### src/rtl/e203_tcm_pkg.sv
// Shared definitions for the E203 TCM SRAM controller: power-state encoding
// and the default idle threshold before light-sleep entry.
package e203_tcm_pkg;

  typedef enum logic [1:0] {
    ACTIVE = 2'd0,
    LS     = 2'd1,
    WAKE   = 2'd2
  } tcm_state_e;

  localparam int DEF_IDLE_LS_CYC = 16;

endpackage

### src/rtl/e203_tcm_sram_ctrl_if.sv
// ICB command/response channel between a bus master and the TCM controller.
interface e203_tcm_sram_ctrl_if #(
  parameter int AW = 16,
  parameter int DW = 32
);
  localparam int MW = DW / 8;

  logic          cmd_valid;
  logic          cmd_ready;
  logic [AW-1:0] cmd_addr;
  logic          cmd_read;
  logic [DW-1:0] cmd_wdata;
  logic [MW-1:0] cmd_wmask;

  logic          rsp_valid;
  logic          rsp_ready;
  logic [DW-1:0] rsp_rdata;
  logic          rsp_err;

  modport master (
    output cmd_valid, cmd_addr, cmd_read, cmd_wdata, cmd_wmask, rsp_ready,
    input  cmd_ready, rsp_valid, rsp_rdata, rsp_err
  );

  modport slave (
    input  cmd_valid, cmd_addr, cmd_read, cmd_wdata, cmd_wmask, rsp_ready,
    output cmd_ready, rsp_valid, rsp_rdata, rsp_err
  );
endinterface

### src/rtl/e203_tcm_rsp_buf.sv
// One-deep response holding stage: bypasses SRAM read data in the first
// response cycle and serves it from a capture register while stalled.
module e203_tcm_rsp_buf #(
  parameter int DW = 32
) (
  input  logic          clk,
  input  logic          rst,
  input  logic          cmd_hsk,
  input  logic          cmd_read,
  input  logic          cmd_err,
  input  logic          rsp_ready,
  input  logic [DW-1:0] ram_dout,
  output logic          rsp_valid,
  output logic          rsp_err,
  output logic [DW-1:0] rsp_rdata
);

  logic          rd_q;
  logic          first_q;
  logic [DW-1:0] cap_q;

  always_ff @(posedge clk) begin
    if (rst) begin
      rsp_valid <= 1'b0;
      rsp_err   <= 1'b0;
      rd_q      <= 1'b0;
      first_q   <= 1'b0;
      // NOTE: cap_q is a single register, not a RAM, so it is reset to keep
      // rdata deterministic after reset.
      cap_q     <= '0;
    end else begin
      first_q <= cmd_hsk;
      if (cmd_hsk) begin
        rsp_valid <= 1'b1;
        rsp_err   <= cmd_err;
        rd_q      <= cmd_read & ~cmd_err;
      end else if (rsp_ready) begin
        rsp_valid <= 1'b0;
        rsp_err   <= 1'b0;
        rd_q      <= 1'b0;
      end
      // SRAM output is only valid in the first response cycle; hold it here.
      if (first_q) cap_q <= ram_dout;
    end
  end

  assign rsp_rdata = rd_q ? (first_q ? ram_dout : cap_q) : '0;

endmodule

### src/rtl/e203_tcm_sram_ctrl.sv
// ICB-to-SRAM controller for the E203 TCM with idle-driven light sleep and
// a single outstanding response.
module e203_tcm_sram_ctrl
  import e203_tcm_pkg::*;
#(
  parameter int AW          = 16,
  parameter int DW          = 32,
  parameter int RAM_AW      = 14,
  parameter int RAM_DP      = 16384,
  parameter int IDLE_LS_CYC = DEF_IDLE_LS_CYC
) (
  input  logic                clk,
  input  logic                rst,
  input  logic                test_mode,
  e203_tcm_sram_ctrl_if.slave i_icb,
  output logic                ram_cs,
  output logic                ram_we,
  output logic [RAM_AW-1:0]   ram_addr,
  output logic [DW/8-1:0]     ram_wem,
  output logic [DW-1:0]       ram_din,
  input  logic [DW-1:0]       ram_dout,
  output logic                ram_sd,
  output logic                ram_ds,
  output logic                ram_ls
);

  localparam int MW = DW / 8;
  localparam int CW = $clog2(IDLE_LS_CYC + 1);

  tcm_state_e    state;
  logic [CW-1:0] idle_cnt;
  logic          rsp_valid;
  logic          cmd_hsk;
  logic          in_range;
  logic          unused_addr_lsb;

  assign unused_addr_lsb = &{1'b0, i_icb.cmd_addr[1:0]};

  assign in_range        = {1'b0, i_icb.cmd_addr[AW-1:2]} < (AW-1)'(RAM_DP);
  assign i_icb.cmd_ready = (state == ACTIVE) & (~rsp_valid | i_icb.rsp_ready);
  assign cmd_hsk         = i_icb.cmd_valid & i_icb.cmd_ready;

  assign ram_cs   = cmd_hsk & in_range & ~rst;
  assign ram_we   = ram_cs & ~i_icb.cmd_read;
  assign ram_addr = i_icb.cmd_addr[RAM_AW+1:2];
  assign ram_wem  = i_icb.cmd_read ? {MW{1'b0}} : i_icb.cmd_wmask;
  assign ram_din  = i_icb.cmd_wdata;
  assign ram_sd   = 1'b0;
  assign ram_ds   = 1'b0;

  always_ff @(posedge clk) begin
    if (rst) begin
      state    <= ACTIVE;
      idle_cnt <= '0;
      ram_ls   <= 1'b0;
    end else begin
      // NOTE: non-blocking updates so the counter, state and ram_ls all see
      // the same pre-edge values within this block.
      if (i_icb.cmd_valid | rsp_valid)
        idle_cnt <= '0;
      else if (idle_cnt != CW'(IDLE_LS_CYC))
        idle_cnt <= idle_cnt + CW'(1);

      unique case (state)
        ACTIVE: begin
          // Never sleep with a command arriving or a response still owed.
          if (idle_cnt == CW'(IDLE_LS_CYC) && !test_mode &&
              !i_icb.cmd_valid && !rsp_valid) begin
            state  <= LS;
            ram_ls <= 1'b1;
          end
        end
        LS: begin
          if (i_icb.cmd_valid | test_mode) begin
            state  <= WAKE;
            ram_ls <= 1'b0;
          end
        end
        WAKE:    state <= ACTIVE;
        default: begin
          state  <= ACTIVE;
          ram_ls <= 1'b0;
        end
      endcase
    end
  end

  e203_tcm_rsp_buf #(.DW(DW)) u_rsp_buf (
    .clk       (clk),
    .rst       (rst),
    .cmd_hsk   (cmd_hsk),
    .cmd_read  (i_icb.cmd_read),
    .cmd_err   (~in_range),
    .rsp_ready (i_icb.rsp_ready),
    .ram_dout  (ram_dout),
    .rsp_valid (rsp_valid),
    .rsp_err   (i_icb.rsp_err),
    .rsp_rdata (i_icb.rsp_rdata)
  );

  assign i_icb.rsp_valid = rsp_valid;

endmodule

### src/flat_wrapper.sv
// flat-port wrapper written by rule: the top's interface ports become plain ports
module e203_tcm_sram_ctrl_flat import e203_tcm_pkg::*;
#(
  parameter int AW          = 16,
  parameter int DW          = 32,
  parameter int RAM_AW      = 14,
  parameter int RAM_DP      = 16384,
  parameter int IDLE_LS_CYC = DEF_IDLE_LS_CYC
)
  (clk, rst, test_mode, ram_cs, ram_we, ram_addr, ram_wem, ram_din, ram_dout, ram_sd, ram_ds, ram_ls, i_icb_cmd_valid, i_icb_cmd_addr, i_icb_cmd_read, i_icb_cmd_wdata, i_icb_cmd_wmask, i_icb_rsp_ready, i_icb_cmd_ready, i_icb_rsp_valid, i_icb_rsp_rdata, i_icb_rsp_err);
  e203_tcm_sram_ctrl_if #(.AW(AW), .DW(DW)) i_icb_i ();
  input  logic clk;
  input  logic rst;
  input  logic test_mode;
  output logic ram_cs;
  output logic ram_we;
  output logic [RAM_AW-1:0] ram_addr;
  output logic [DW/8-1:0] ram_wem;
  output logic [DW-1:0] ram_din;
  input  logic [DW-1:0] ram_dout;
  output logic ram_sd;
  output logic ram_ds;
  output logic ram_ls;
  input wire logic [$bits(i_icb_i.cmd_valid)-1:0] i_icb_cmd_valid;
  input wire logic [$bits(i_icb_i.cmd_addr)-1:0] i_icb_cmd_addr;
  input wire logic [$bits(i_icb_i.cmd_read)-1:0] i_icb_cmd_read;
  input wire logic [$bits(i_icb_i.cmd_wdata)-1:0] i_icb_cmd_wdata;
  input wire logic [$bits(i_icb_i.cmd_wmask)-1:0] i_icb_cmd_wmask;
  input wire logic [$bits(i_icb_i.rsp_ready)-1:0] i_icb_rsp_ready;
  output wire logic [$bits(i_icb_i.cmd_ready)-1:0] i_icb_cmd_ready;
  output wire logic [$bits(i_icb_i.rsp_valid)-1:0] i_icb_rsp_valid;
  output wire logic [$bits(i_icb_i.rsp_rdata)-1:0] i_icb_rsp_rdata;
  output wire logic [$bits(i_icb_i.rsp_err)-1:0] i_icb_rsp_err;
  assign i_icb_i.cmd_valid = i_icb_cmd_valid;
  assign i_icb_i.cmd_addr = i_icb_cmd_addr;
  assign i_icb_i.cmd_read = i_icb_cmd_read;
  assign i_icb_i.cmd_wdata = i_icb_cmd_wdata;
  assign i_icb_i.cmd_wmask = i_icb_cmd_wmask;
  assign i_icb_i.rsp_ready = i_icb_rsp_ready;
  assign i_icb_cmd_ready = i_icb_i.cmd_ready;
  assign i_icb_rsp_valid = i_icb_i.rsp_valid;
  assign i_icb_rsp_rdata = i_icb_i.rsp_rdata;
  assign i_icb_rsp_err = i_icb_i.rsp_err;
  e203_tcm_sram_ctrl #(.AW(AW), .DW(DW), .RAM_AW(RAM_AW), .RAM_DP(RAM_DP), .IDLE_LS_CYC(IDLE_LS_CYC)) u_core (.clk(clk), .rst(rst), .test_mode(test_mode), .i_icb(i_icb_i), .ram_cs(ram_cs), .ram_we(ram_we), .ram_addr(ram_addr), .ram_wem(ram_wem), .ram_din(ram_din), .ram_dout(ram_dout), .ram_sd(ram_sd), .ram_ds(ram_ds), .ram_ls(ram_ls));
endmodule
### config.mk
export PLATFORM = sky130hd
export DESIGN_NAME = e203_tcm_sram_ctrl_flat
export DESIGN_NICKNAME = d
export VERILOG_FILES = /design/src/rtl/e203_tcm_pkg.sv /design/src/rtl/e203_tcm_sram_ctrl_if.sv /design/src/rtl/e203_tcm_rsp_buf.sv /design/src/rtl/e203_tcm_sram_ctrl.sv /design/src/flat_wrapper.sv
export SDC_FILE = /design/constraint.sdc
export NUM_CORES = 1
export LEC_CHECK = 0
export CAP_MARGIN = 20
export CORE_MARGIN = 3
export CORE_UTILIZATION = 30
export DETAILED_ROUTE_END_ITERATION = 12
export GPL_TIMING_DRIVEN = 0
export PLACE_DENSITY_LB_ADDON = 0.3
export SLEW_MARGIN = 40
export SYNTH_ARGS = -nofsm -noshare
export SYNTH_HDL_FRONTEND = slang
export SYNTH_SLANG_ARGS = --single-unit
export TNS_END_PERCENT = 100
### constraint.sdc
create_clock -name clk -period 1.6 [get_ports clk]
set_input_delay 0.16 -clock clk [delete_from_list [all_inputs] [get_ports clk]]
set_output_delay 0.16 -clock clk [all_outputs]
set_load 0.1 [all_outputs]
==> results of run 1 <==
-- synth_stat cells, types with 2 or more instances --
cell and instances:
xnor2_1 2, ha_1 2, buf_2 2, xor2_1 2
and4b_2 2, clkbuf_1 5, o21ai_1 2, nand3_1 2
inv_1 2, mux2i_1 33, nor2b_1 38, dfxtp_1 43
buf_4 52, nor2_1 40, a21oi_1 2
-- sequential cells by signal, summed over array words and instances (netlist names) --
register                    flops
u_core.u_rsp_buf.rd_q           1
u_core.ram_ls                   1
u_core.state                    2
u_core.u_rsp_buf.first_q        1
u_core.idle_cnt                 5
u_core.u_rsp_buf.cap_q         32
u_core.u_rsp_buf.rsp_valid      1
-- area by class of cell --
cell class / count / area, µm²
Inverter: 2 / 7.51
Tap cell: 96 / 120
Buffer: 60 / 482
Fill cell: 502 / 2240
Sequential cell: 43 / 865
Timing Repair Buffer: 157 / 1590
Clock inverter: 3 / 15.0
Multi-Input combinational cell: 141 / 1590
Clock buffer: 5 / 68.8
-- placed cells by master (no fill, tap or decap), drive strengths merged --
cell           count
buf              171
dfxtp             43
clkdlybuf4s50     41
nor2              40
nor2b             38
mux2i             33
clkbuf            10
conb               3
clkinv             3
inv                2
o21ai              2
nand3              2
xor2               2
xnor2              2
a21oi              2
ha                 2
and4b              2
nand2b             1
and2               1
and4bb             1
nor4               1
nand4bb            1
nand2              1
or3                1
or2                1
and2b              1
o21a               1
nand4              1
or3b               1
nor4b              1
-- power breakdown --
| part | switching (mW) | leakage (nW) | internal (mW) | total (mW) |
|---|---|---|---|---|
| Clock | 0.372 | 0.0477 | 0.299 | 0.671 |
| Sequential | 0.0368 | 0.352 | 1.12 | 1.15 |
| Combinational | 0.954 | 1.49 | 0.556 | 1.51 |
-- metal layers --
layer	wire length [µm]	track usage	up-vias	share of wire
met5	0	0	-	0
met4	115	0.0446	0	0.016
met3	598	0.0500	9	0.084
met2	3710	0.293	120	0.52
met1	2700	0.180	968	0.38
li1	-	-	1067	-
-- kinds of logic after synthesis --
kind of cell	Yosys count
AOI/OAI and AO/OA	5
xor gates and xnor gates	4
adders and majority gates	2
buffers and inverters	62
DFF	43
muxes	33
other	1
and+or+nand+nor	94
-- worst register-to-register path, stage by stage (launching register included) --
cell,delay (ps)
dfxtp_1,360
inv_1,80
ha_1,200
and4bb_1,260
and2b_1,190
o21a_1,160
-- how the worst max path moves through the flow --
stage,end,slack [ps],cells after the start
after global routing,i_icb_rsp_rdata[7],-80,5
after floorplan,ram_we,-350,3
after detailed placement,ram_we,-220,5
final,i_icb_rsp_rdata[7],-30,5
after CTS,i_icb_rsp_rdata[30],-120,6
after global placement,ram_we,-940,5
-- repair_timing --
action / in CTS / in global routing
endpoints found under the setup margin: 35 / 34
buffers inserted: 15 / 13
pin swaps: 0 / 1
gates resized for setup: 210 / 10
gates cloned: 3 / 0
==> flow_summary_export.csv, run 1 <==
group,metric,value,unit
outcome,outcome,"finished, violations left",
outcome,violations,"negative setup slack",
worst_hold_path,hp-start,"u_core.ram_ls$_SDFFE_PP0P_",
synth,yosysSeqAreaShare,0.386,
critical_path,cpPeakStageDelay,350,ps
die,die_w,92.2,µm
place,pre_cts_slack,-216,ps
place,io_buffers,128,
job,drv_cap,0,
critical_path,reg2regPathDepth,5,
grt,antenna_found_initial,0,
sta,finalCritPeriodShare,1.02,
die,row_count,30,
synth,async_flop_share,0,
detailed_routing,viasPerCell,4.27,
die,die_area,8500,µm²
synth,synth_edf_count,0,
place,gp_congestion,0.723,
detailed_routing,wl_per_cell,14.1,µm
pwr,ir_worst_vdd,0.000424,V
critical_path,crit_family,"buffers and inverters",
worst_hold_path,worstHoldEndpoint,"u_core.ram_ls$_SDFFE_PP0P_",
critical_path,critical_path_required,1440,ps
synth,synth.area.mux_share,0.148,
sta,setup_tns,-231,ps
synth,netlist_area,2230,µm²
grt,grt_usage,0.161,
grt,grt_max_degree,14,
sta,rsz0062_at_grt,"yes",
cells_and_area,fin_area,4740,µm²
detailed_routing,drtIter0Drc,39,
synth,ys.flop_type,"dfxtp_1",
cells_and_area,utilization,0.679,
sta,max_freq,612,MHz
detailed_routing,num_vias,2164,
critical_path,critPathBufInv,3,
detailed_routing,drc,0,
clocking,cts_sinks,43,
critical_path,cp-start-kind,"flip-flop",
die,floorplan.initialDensity,0.319,
critical_path,path_cells,"buf_12 -> buf_16 -> mux2i_4 -> nor2b_4 -> buf_12",
clocking,cts.path.max_buffers,2,
critical_path,crit_arrival,1470,ps
synth,synth_cell_types,30,
clocking,path_clk_slew,80,ps
worst_hold_path,hold_class,"reg -> reg",
synth,syn_avg_cell_area,9.13,µm²
detailed_routing,drt_wl_total,7130,µm
clocking,h-tree-depth,2,
place,dpl_cell_area,3450,µm²
critical_path,cp_max_fo,8,
cells_and_area,fin_nets,502,
synth,synth_top_family_by_area,"simple AND/OR/NAND/NOR gates",
die,boundaryPins,180,
sta,min_period,1630,ps
synth,netlist_instances,244,
sta,max_slew.worst_pin.slew,540,ps
die,core,6980,µm²
sta,slew-limit-headroom,0.640,
grt,grt_pass1_vias,2212,
clocking,hold_buffers,0,
clocking,cts_tree,"done",
clocking,clk_latency,290,ps
grt,grt_pass1_wl,10900,µm
critical_path,worstReg2RegStart,"u_core.idle_cnt[0]$_SDFFE_PP0P_",
sta,finalHoldViolCount,0,
critical_path,r2r-end,"u_core.state[0]$_SDFFE_PP0P_",
sta,finalWorstSetupSlack,-33.3,ps
clocking,cts_root_buf,"clkbuf_8",
die,die_height,92.2,µm
synth,ys_seq_elements,43,
sta,holdWs,481,ps
cells_and_area,layout-drive-gt1-share,0.628,
detailed_routing,ant_nets,0,
cells_and_area,antenna_cells,0,
cells_and_area,area_growth,113,%
place,dpl.hpwl,4280,µm
synth,yosys_warnings,0,
synth,synth_xor_area_frac,0.0157,
synth,yosysTopAreaCell,"dfxtp_1",
sta,setup_violations,24,
pwr,p_leak,1.89,nW
worst_hold_path,whs_path_depth,2,
synth,yosys-top-cells-area,"dfxtp_1 (39%), buf_4 (18%), mux2i_1 (15%)",
clocking,cts_buffers,5,
grt,grt_overflow,0,
detailed_routing,firstDrtPassIters,4,
critical_path,slowest_stage,"dfxtp_2",
place,post-place-cells,470,
critical_path,critPathLaunch,"u_core.u_rsp_buf.first_q$_SDFF_PP0_",
synth,synth-compound-area-share,0.0124,
sta,final_max_slew_viol_count,0,
critical_path,crit_type,"reg -> out",
pwr,power_density,703,nW/µm²
synth,yosys.area_share.simple,0.231,
cells_and_area,final-instance-count-excl-fill,507,
critical_path,critPathCaptureType,"output port",
synth,synth_adder_area_share,0.0112,
critical_path,r2r_slack,260,ps
sta,fin_skew,5.24,ps
pwr,total_power,3.33,mW
critical_path,critPathMostFrequentCell,"buf_12",
synth,yosysTopAreaCellShare,0.386,
No activity file was read; power rests on OpenSTA's default activity.
==> run 2: changes to the inputs <==
--- a/config.mk
+++ b/config.mk
@@ -6,8 +6,10 @@
 export NUM_CORES = 1
 export LEC_CHECK = 0
 export CAP_MARGIN = 20
+export CELL_PAD_IN_SITES_DETAIL_PLACEMENT = 2
+export CELL_PAD_IN_SITES_GLOBAL_PLACEMENT = 2
 export CORE_MARGIN = 3
-export CORE_UTILIZATION = 30
+export CORE_UTILIZATION = 17
 export DETAILED_ROUTE_END_ITERATION = 12
 export GPL_TIMING_DRIVEN = 0
 export PLACE_DENSITY_LB_ADDON = 0.3
==> flow_summary_export.csv, run 2 (synthesis results as in run 1) <==
group,metric,value,unit
pwr,pwr-share-clk,0.275,
critical_path,reg2regPathDepth,5,
sta,rsz0062_at_grt,"yes",
pwr,seq_power_share,0.316,
sta,slew-limit-headroom,0.615,
pwr,p_sw_frac,0.388,
cells_and_area,fin_area,4860,µm²
critical_path,cp_max_fo,7,
worst_hold_path,worstHoldEndpoint,"u_core.u_rsp_buf.rd_q$_SDFFE_PP0P_",
detailed_routing,num_vias,2216,
sta,setup_violations,12,
place,gp_congestion,0.646,
clocking,h-tree-depth,2,
critical_path,worstReg2RegStart,"u_core.idle_cnt[0]$_SDFFE_PP0P_",
place,io_buffers,128,
pwr,power_density,752,nW/µm²
critical_path,crit_arrival,1540,ps
clocking,hold_buffers,0,
critical_path,critPathCaptureType,"output port",
pwr,combPwrFrac,0.409,
place,dpl_cell_area,3550,µm²
detailed_routing,wl_per_cell,14.2,µm
sta,finalHoldViolCount,0,
sta,final_max_slew_viol_count,0,
critical_path,critical_path_required,1440,ps
die,die_height,120,µm
place,dpl.hpwl,5700,µm
place,pre_cts_slack,-229,ps
detailed_routing,ant_nets,0,
pwr,ir_worst_vdd,0.000397,V
cells_and_area,layout-drive-gt1-share,0.619,
critical_path,crit_type,"reg -> out",
outcome,outcome,"finished, violations left",
clocking,cts_sinks,43,
cells_and_area,top_register,"u_core.u_rsp_buf.cap_q",
detailed_routing,drtIter0Drc,49,
sta,finalWorstSetupSlack,-104,ps
die,boundaryPins,180,
sta,max_slew.worst_pin.slew,577,ps
cells_and_area,antenna_cells,0,
detailed_routing,firstDrtPassIters,2,
die,die_w,120,µm
pwr,intPower,2.24,mW
detailed_routing,drt_wl_total,8160,µm
clocking,path_clk_slew,60,ps
worst_hold_path,hp-start,"i_icb_rsp_ready",
grt,grt_max_degree,14,
die,core,12700,µm²
outcome,violations,"negative setup slack",
clocking,cts_root_buf,"clkbuf_16",
pwr,p_leak,1.88,nW
worst_hold_path,whs_path_depth,4,
cells_and_area,final_cell_mix,"buf_4 (67), buf_2 (54), clkdlybuf4s50_1 (40)",
cells_and_area,layout_commonest_cell,"buf_4",
cells_and_area,fin_nets,493,
cells_and_area,area_growth,118,%
sta,max_freq,587,MHz
grt,grt_overflow,0,
cells_and_area,reg_top3,"u_core.u_rsp_buf.cap_q x32, u_core.idle_cnt x5, u_core.state x2",
worst_hold_path,hold_class,"in -> reg",
job,drv_cap,0,
clocking,clk_latency,280,ps
sta,fin_skew,6.90,ps
critical_path,r2r_slack,240,ps
pwr,switchingPower,1.42,mW
cells_and_area,largest_reg_flops,32,
clocking,cts_buffers,5,
detailed_routing,viasPerCell,3.86,
clocking,cts_tree,"done",
detailed_routing,drc,0,
die,row_count,41,
grt,grt_pass1_vias,2343,
critical_path,r2r-end,"u_core.idle_cnt[2]$_SDFFE_PP0P_",
clocking,cts.path.max_buffers,2,
sta,min_period,1700,ps
grt,grt_usage,0.107,
die,floorplan.initialDensity,0.175,
die,die_area,14500,µm²
grt,antenna_found_initial,0,
critical_path,cp-start-kind,"flip-flop",
sta,finalCritPeriodShare,1.07,
grt,grt_pass1_wl,12300,µm
-- run 2: cell count changes in the layout (fill, tap and decap cells not counted), moves of 2 or more --
cell,previous run,this run
buf_4,77,67
clkbuf_16,0,5
clkbuf_8,5,0
clkbuf_2,2,0
clkbuf_4,1,3
clkinv_2,3,1
-- run 2: worst max-delay path: stages, from the launching register on --
cell and delay [ps]:
dfxtp_2 330, buf_12 140, buf_12 130, buf_16 150
mux2i_4 190, nor2b_4 140, buf_12 180
-- run 2: final cells by class --
type                       count  area [µm²]
fill                        1366        7860
multi-input combinational    141        1600
timing repair buffer         148        1540
sequential                    43         866
buffer                        60         487
tap                          172         215
clock buffer                   6         129
clock inverter                 2        12.5
inverter                       2        7.51
-- run 2: layer usage --
| metal | track usage | part of all wire | up-vias |
|---|---|---|---|
| li1 | - | - | 1053 |
| met1 | 0.116 | 0.37 | 1049 |
| met2 | 0.203 | 0.54 | 109 |
| met3 | 0.0323 | 0.083 | 5 |
| met4 | 0.0255 | 0.0080 | 0 |
| met5 | 0 | 0 | - |
-- run 2: how the worst max path moves through the flow --
stage | from | endpoint | depth (start not counted)
floorplan | u_core.u_rsp_buf.rsp_valid$_SDFFE_PP0P_ | ram_we | 3
global placement | i_icb_rsp_ready | ram_we | 5
detailed placement | i_icb_rsp_ready | ram_we | 5
CTS | u_core.u_rsp_buf.first_q$_SDFF_PP0_ | i_icb_rsp_rdata[14] | 6
global route | u_core.u_rsp_buf.first_q$_SDFF_PP0_ | i_icb_rsp_rdata[20] | 6
finish | u_core.u_rsp_buf.first_q$_SDFF_PP0_ | i_icb_rsp_rdata[20] | 6
-- run 2: timing repair --
item	4_1_cts	5_1_grt
cloned	3	0
buffers inserted	9	10
gates resized for setup	212	10
endpoints found under the setup margin	35	32
pin swaps	0	1
-- run 2: power by group through the flow --
stage / logic (mW) / registers (mW) / clock network (mW)
floorplan: 0.978 / 1.16 / 0
global route: 1.55 / 1.16 / 1.11
detailed placement: 1.22 / 1.16 / 0
CTS: 1.49 / 1.16 / 1.07
global placement: 1.29 / 1.16 / 0
finish: 1.50 / 1.16 / 1.00
-- run 2: per-stage QoR --
| step | instances | util | setup TNS (ps) | hold slack, ps | power [mW] |
|---|---|---|---|---|---|
| CTS | 566 | 0.377 | -2210 | 473 | 3.71 |
| finish | 574 | 0.382 | -993 | 226 | 3.66 |
| floorplan | 246 | - | -348 | 310 | 2.14 |
| global route | 574 | 0.382 | -2000 | 269 | 3.82 |
| detailed placement | 546 | 0.279 | -8220 | 455 | 2.38 |
| global placement | 546 | 0.313 | -34870 | 454 | 2.45 |
==> run 3: changes to the inputs <==
--- a/config.mk
+++ b/config.mk
@@ -8,7 +8,6 @@
 export CAP_MARGIN = 20
 export CELL_PAD_IN_SITES_DETAIL_PLACEMENT = 2
 export CELL_PAD_IN_SITES_GLOBAL_PLACEMENT = 2
-export CORE_MARGIN = 3
 export CORE_UTILIZATION = 17
 export DETAILED_ROUTE_END_ITERATION = 12
 export GPL_TIMING_DRIVEN = 0
==> constraint.sdc (replaced) <==
create_clock -name clk -period 1.6 [get_ports clk]
set_input_delay 0.16 -clock clk [delete_from_list [all_inputs] [get_ports clk]]
set_output_delay 0.16 -clock clk [all_outputs]
set_load 0.05 [all_outputs]
==> flow_summary_export.csv, run 3 (synthesis results as in run 1) <==
group,metric,value,unit
grt,grt_max_degree,15,
detailed_routing,wl_per_cell,12.8,µm
clocking,cts.path.max_buffers,2,
critical_path,critPathLaunch,"u_core.u_rsp_buf.first_q$_SDFF_PP0_",
job,drv_cap,0,
critical_path,critPathCaptureType,"output port",
place,dpl.hpwl,5380,µm
cells_and_area,largest_reg_flops,32,
die,die_w,116,µm
critical_path,worstReg2RegStart,"u_core.idle_cnt[0]$_SDFFE_PP0P_",
die,row_count,41,
detailed_routing,met2_length,3700,µm
worst_hold_path,hp-start,"u_core.ram_ls$_SDFFE_PP0P_",
cells_and_area,final_cell_mix,"clkdlybuf4s50_1 (87), buf_4 (69), dfxtp_1 (40)",
place,gp_congestion,0.647,
critical_path,cp_max_fo,5,
sta,max_slew.worst_pin.slew,581,ps
sta,fin_skew,7.49,ps
die,die_area,13600,µm²
detailed_routing,drtIter0Drc,21,
critical_path,critical_path_required,1440,ps
cells_and_area,layout-drive-gt1-share,0.393,
clocking,cts_buffers,5,
grt,grt_usage,0.100,
detailed_routing,firstDrtPassIters,3,
clocking,cts_root_buf,"clkbuf_16",
sta,setup_violations,6,
cells_and_area,area_growth,91.2,%
detailed_routing,met1_length,2820,µm
cells_and_area,layout_commonest_cell,"clkdlybuf4s50_1",
sta,finalHoldViolCount,0,
clocking,cts_sinks,43,
clocking,path_clk_slew,60,ps
grt,grt_overflow,0,
clocking,cts_tree,"done",
outcome,violations,"negative setup slack",
sta,finalWorstSetupSlack,-44.9,ps
pwr,power_density,817,nW/µm²
die,core,12700,µm²
sta,setup_tns,-123,ps
sta,final_max_slew_viol_count,0,
worst_hold_path,hold_class,"reg -> reg",
outcome,outcome,"finished, violations left",
detailed_routing,num_vias,2112,
critical_path,cp-start-kind,"flip-flop",
die,die_height,116,µm
detailed_routing,met3_length,580,µm
sta,holdWs,461,ps
grt,grt_pass1_vias,2122,
detailed_routing,viasPerCell,3.76,
die,floorplan.initialDensity,0.175,
pwr,p_leak,1.71,nW
grt,grt_pass1_wl,10400,µm
critical_path,crit_type,"reg -> out",
critical_path,crit_arrival,1480,ps
detailed_routing,drt_wl_total,7170,µm
place,pre_cts_slack,-583,ps
grt,antenna_found_initial,0,
sta,min_period,1640,ps
cells_and_area,antenna_cells,0,
detailed_routing,ant_nets,0,
cells_and_area,top_register,"u_core.u_rsp_buf.cap_q",
die,boundaryPins,180,
clocking,h-tree-depth,2,
sta,finalCritPeriodShare,1.03,
pwr,total_power,3.48,mW
cells_and_area,fin_nets,480,
place,io_buffers,128,
sta,rsz0062_at_grt,"yes",
pwr,ir_worst_vdd,0.000390,V
cells_and_area,reg_top3,"u_core.u_rsp_buf.cap_q x32, u_core.idle_cnt x5, u_core.state x2",
detailed_routing,drc,0,
sta,max_freq,608,MHz
cells_and_area,utilization,0.335,
sta,slew-limit-headroom,0.613,
detailed_routing,top_layer,"met4",
clocking,clk_latency,290,ps
## run 3: metal layers
layer	track usage	vias to the layer above
met5	0	-
met4	0.0308	0
met1	0.109	987
met3	0.0285	6
li1	-	1019
met2	0.188	100
## run 3: where the power goes
part	leakage (nW)	switching [mW]	internal (mW)
registers	0.352	0.0307	1.12
clock network	0.0900	0.440	0.895
logic	1.27	0.533	0.467
total	1.71	1.00	2.48
## run 3: critical path, cell delays in order (launching register included)
cell	delay [ps]
dfxtp_4	380
buf_12	140
clkbuf_16	170
mux2i_4	190
nor2b_2	150
buf_6	170
## run 3: final timing paths
kind,cells after the start,slack [ps],endpoint
worst max-delay path,5,-40,i_icb_rsp_rdata[10]
worst max register to register,5,250,u_core.state[0]$_SDFFE_PP0P_
worst min register to register,2,460,u_core.ram_ls$_SDFFE_PP0P_
worst min-delay path,2,460,u_core.ram_ls$_SDFFE_PP0P_
## run 3: layout make-up
type,count,area (µm²)
Fill cell,1450,8460
Buffer,58,449
Timing Repair Buffer,137,1350
Tap cell,172,215
Clock inverter,3,67.6
Inverter,2,7.51
Multi-Input combinational cell,141,1180
Sequential cell,43,867
Clock buffer,5,125
## run 3: timing repair
| item | 4_1_cts | 5_1_grt |
|---|---|---|
| gates resized for setup | 252 | 51 |
| cloned | 1 | 1 |
| setup buffers | 8 | 0 |
| setup endpoints to repair | 40 | 38 |
| hold endpoints to repair | 0 | 0 |
| hold buffers | 0 | 0 |
## run 3: metrics by stage
step,instances,cell area [µm²]
6_report,561,4260
5_1_grt,561,4260
4_1_cts,563,4130
3_5_place_dp,546,3740
3_3_place_gp,546,3740
2_1_floorplan,246,2250
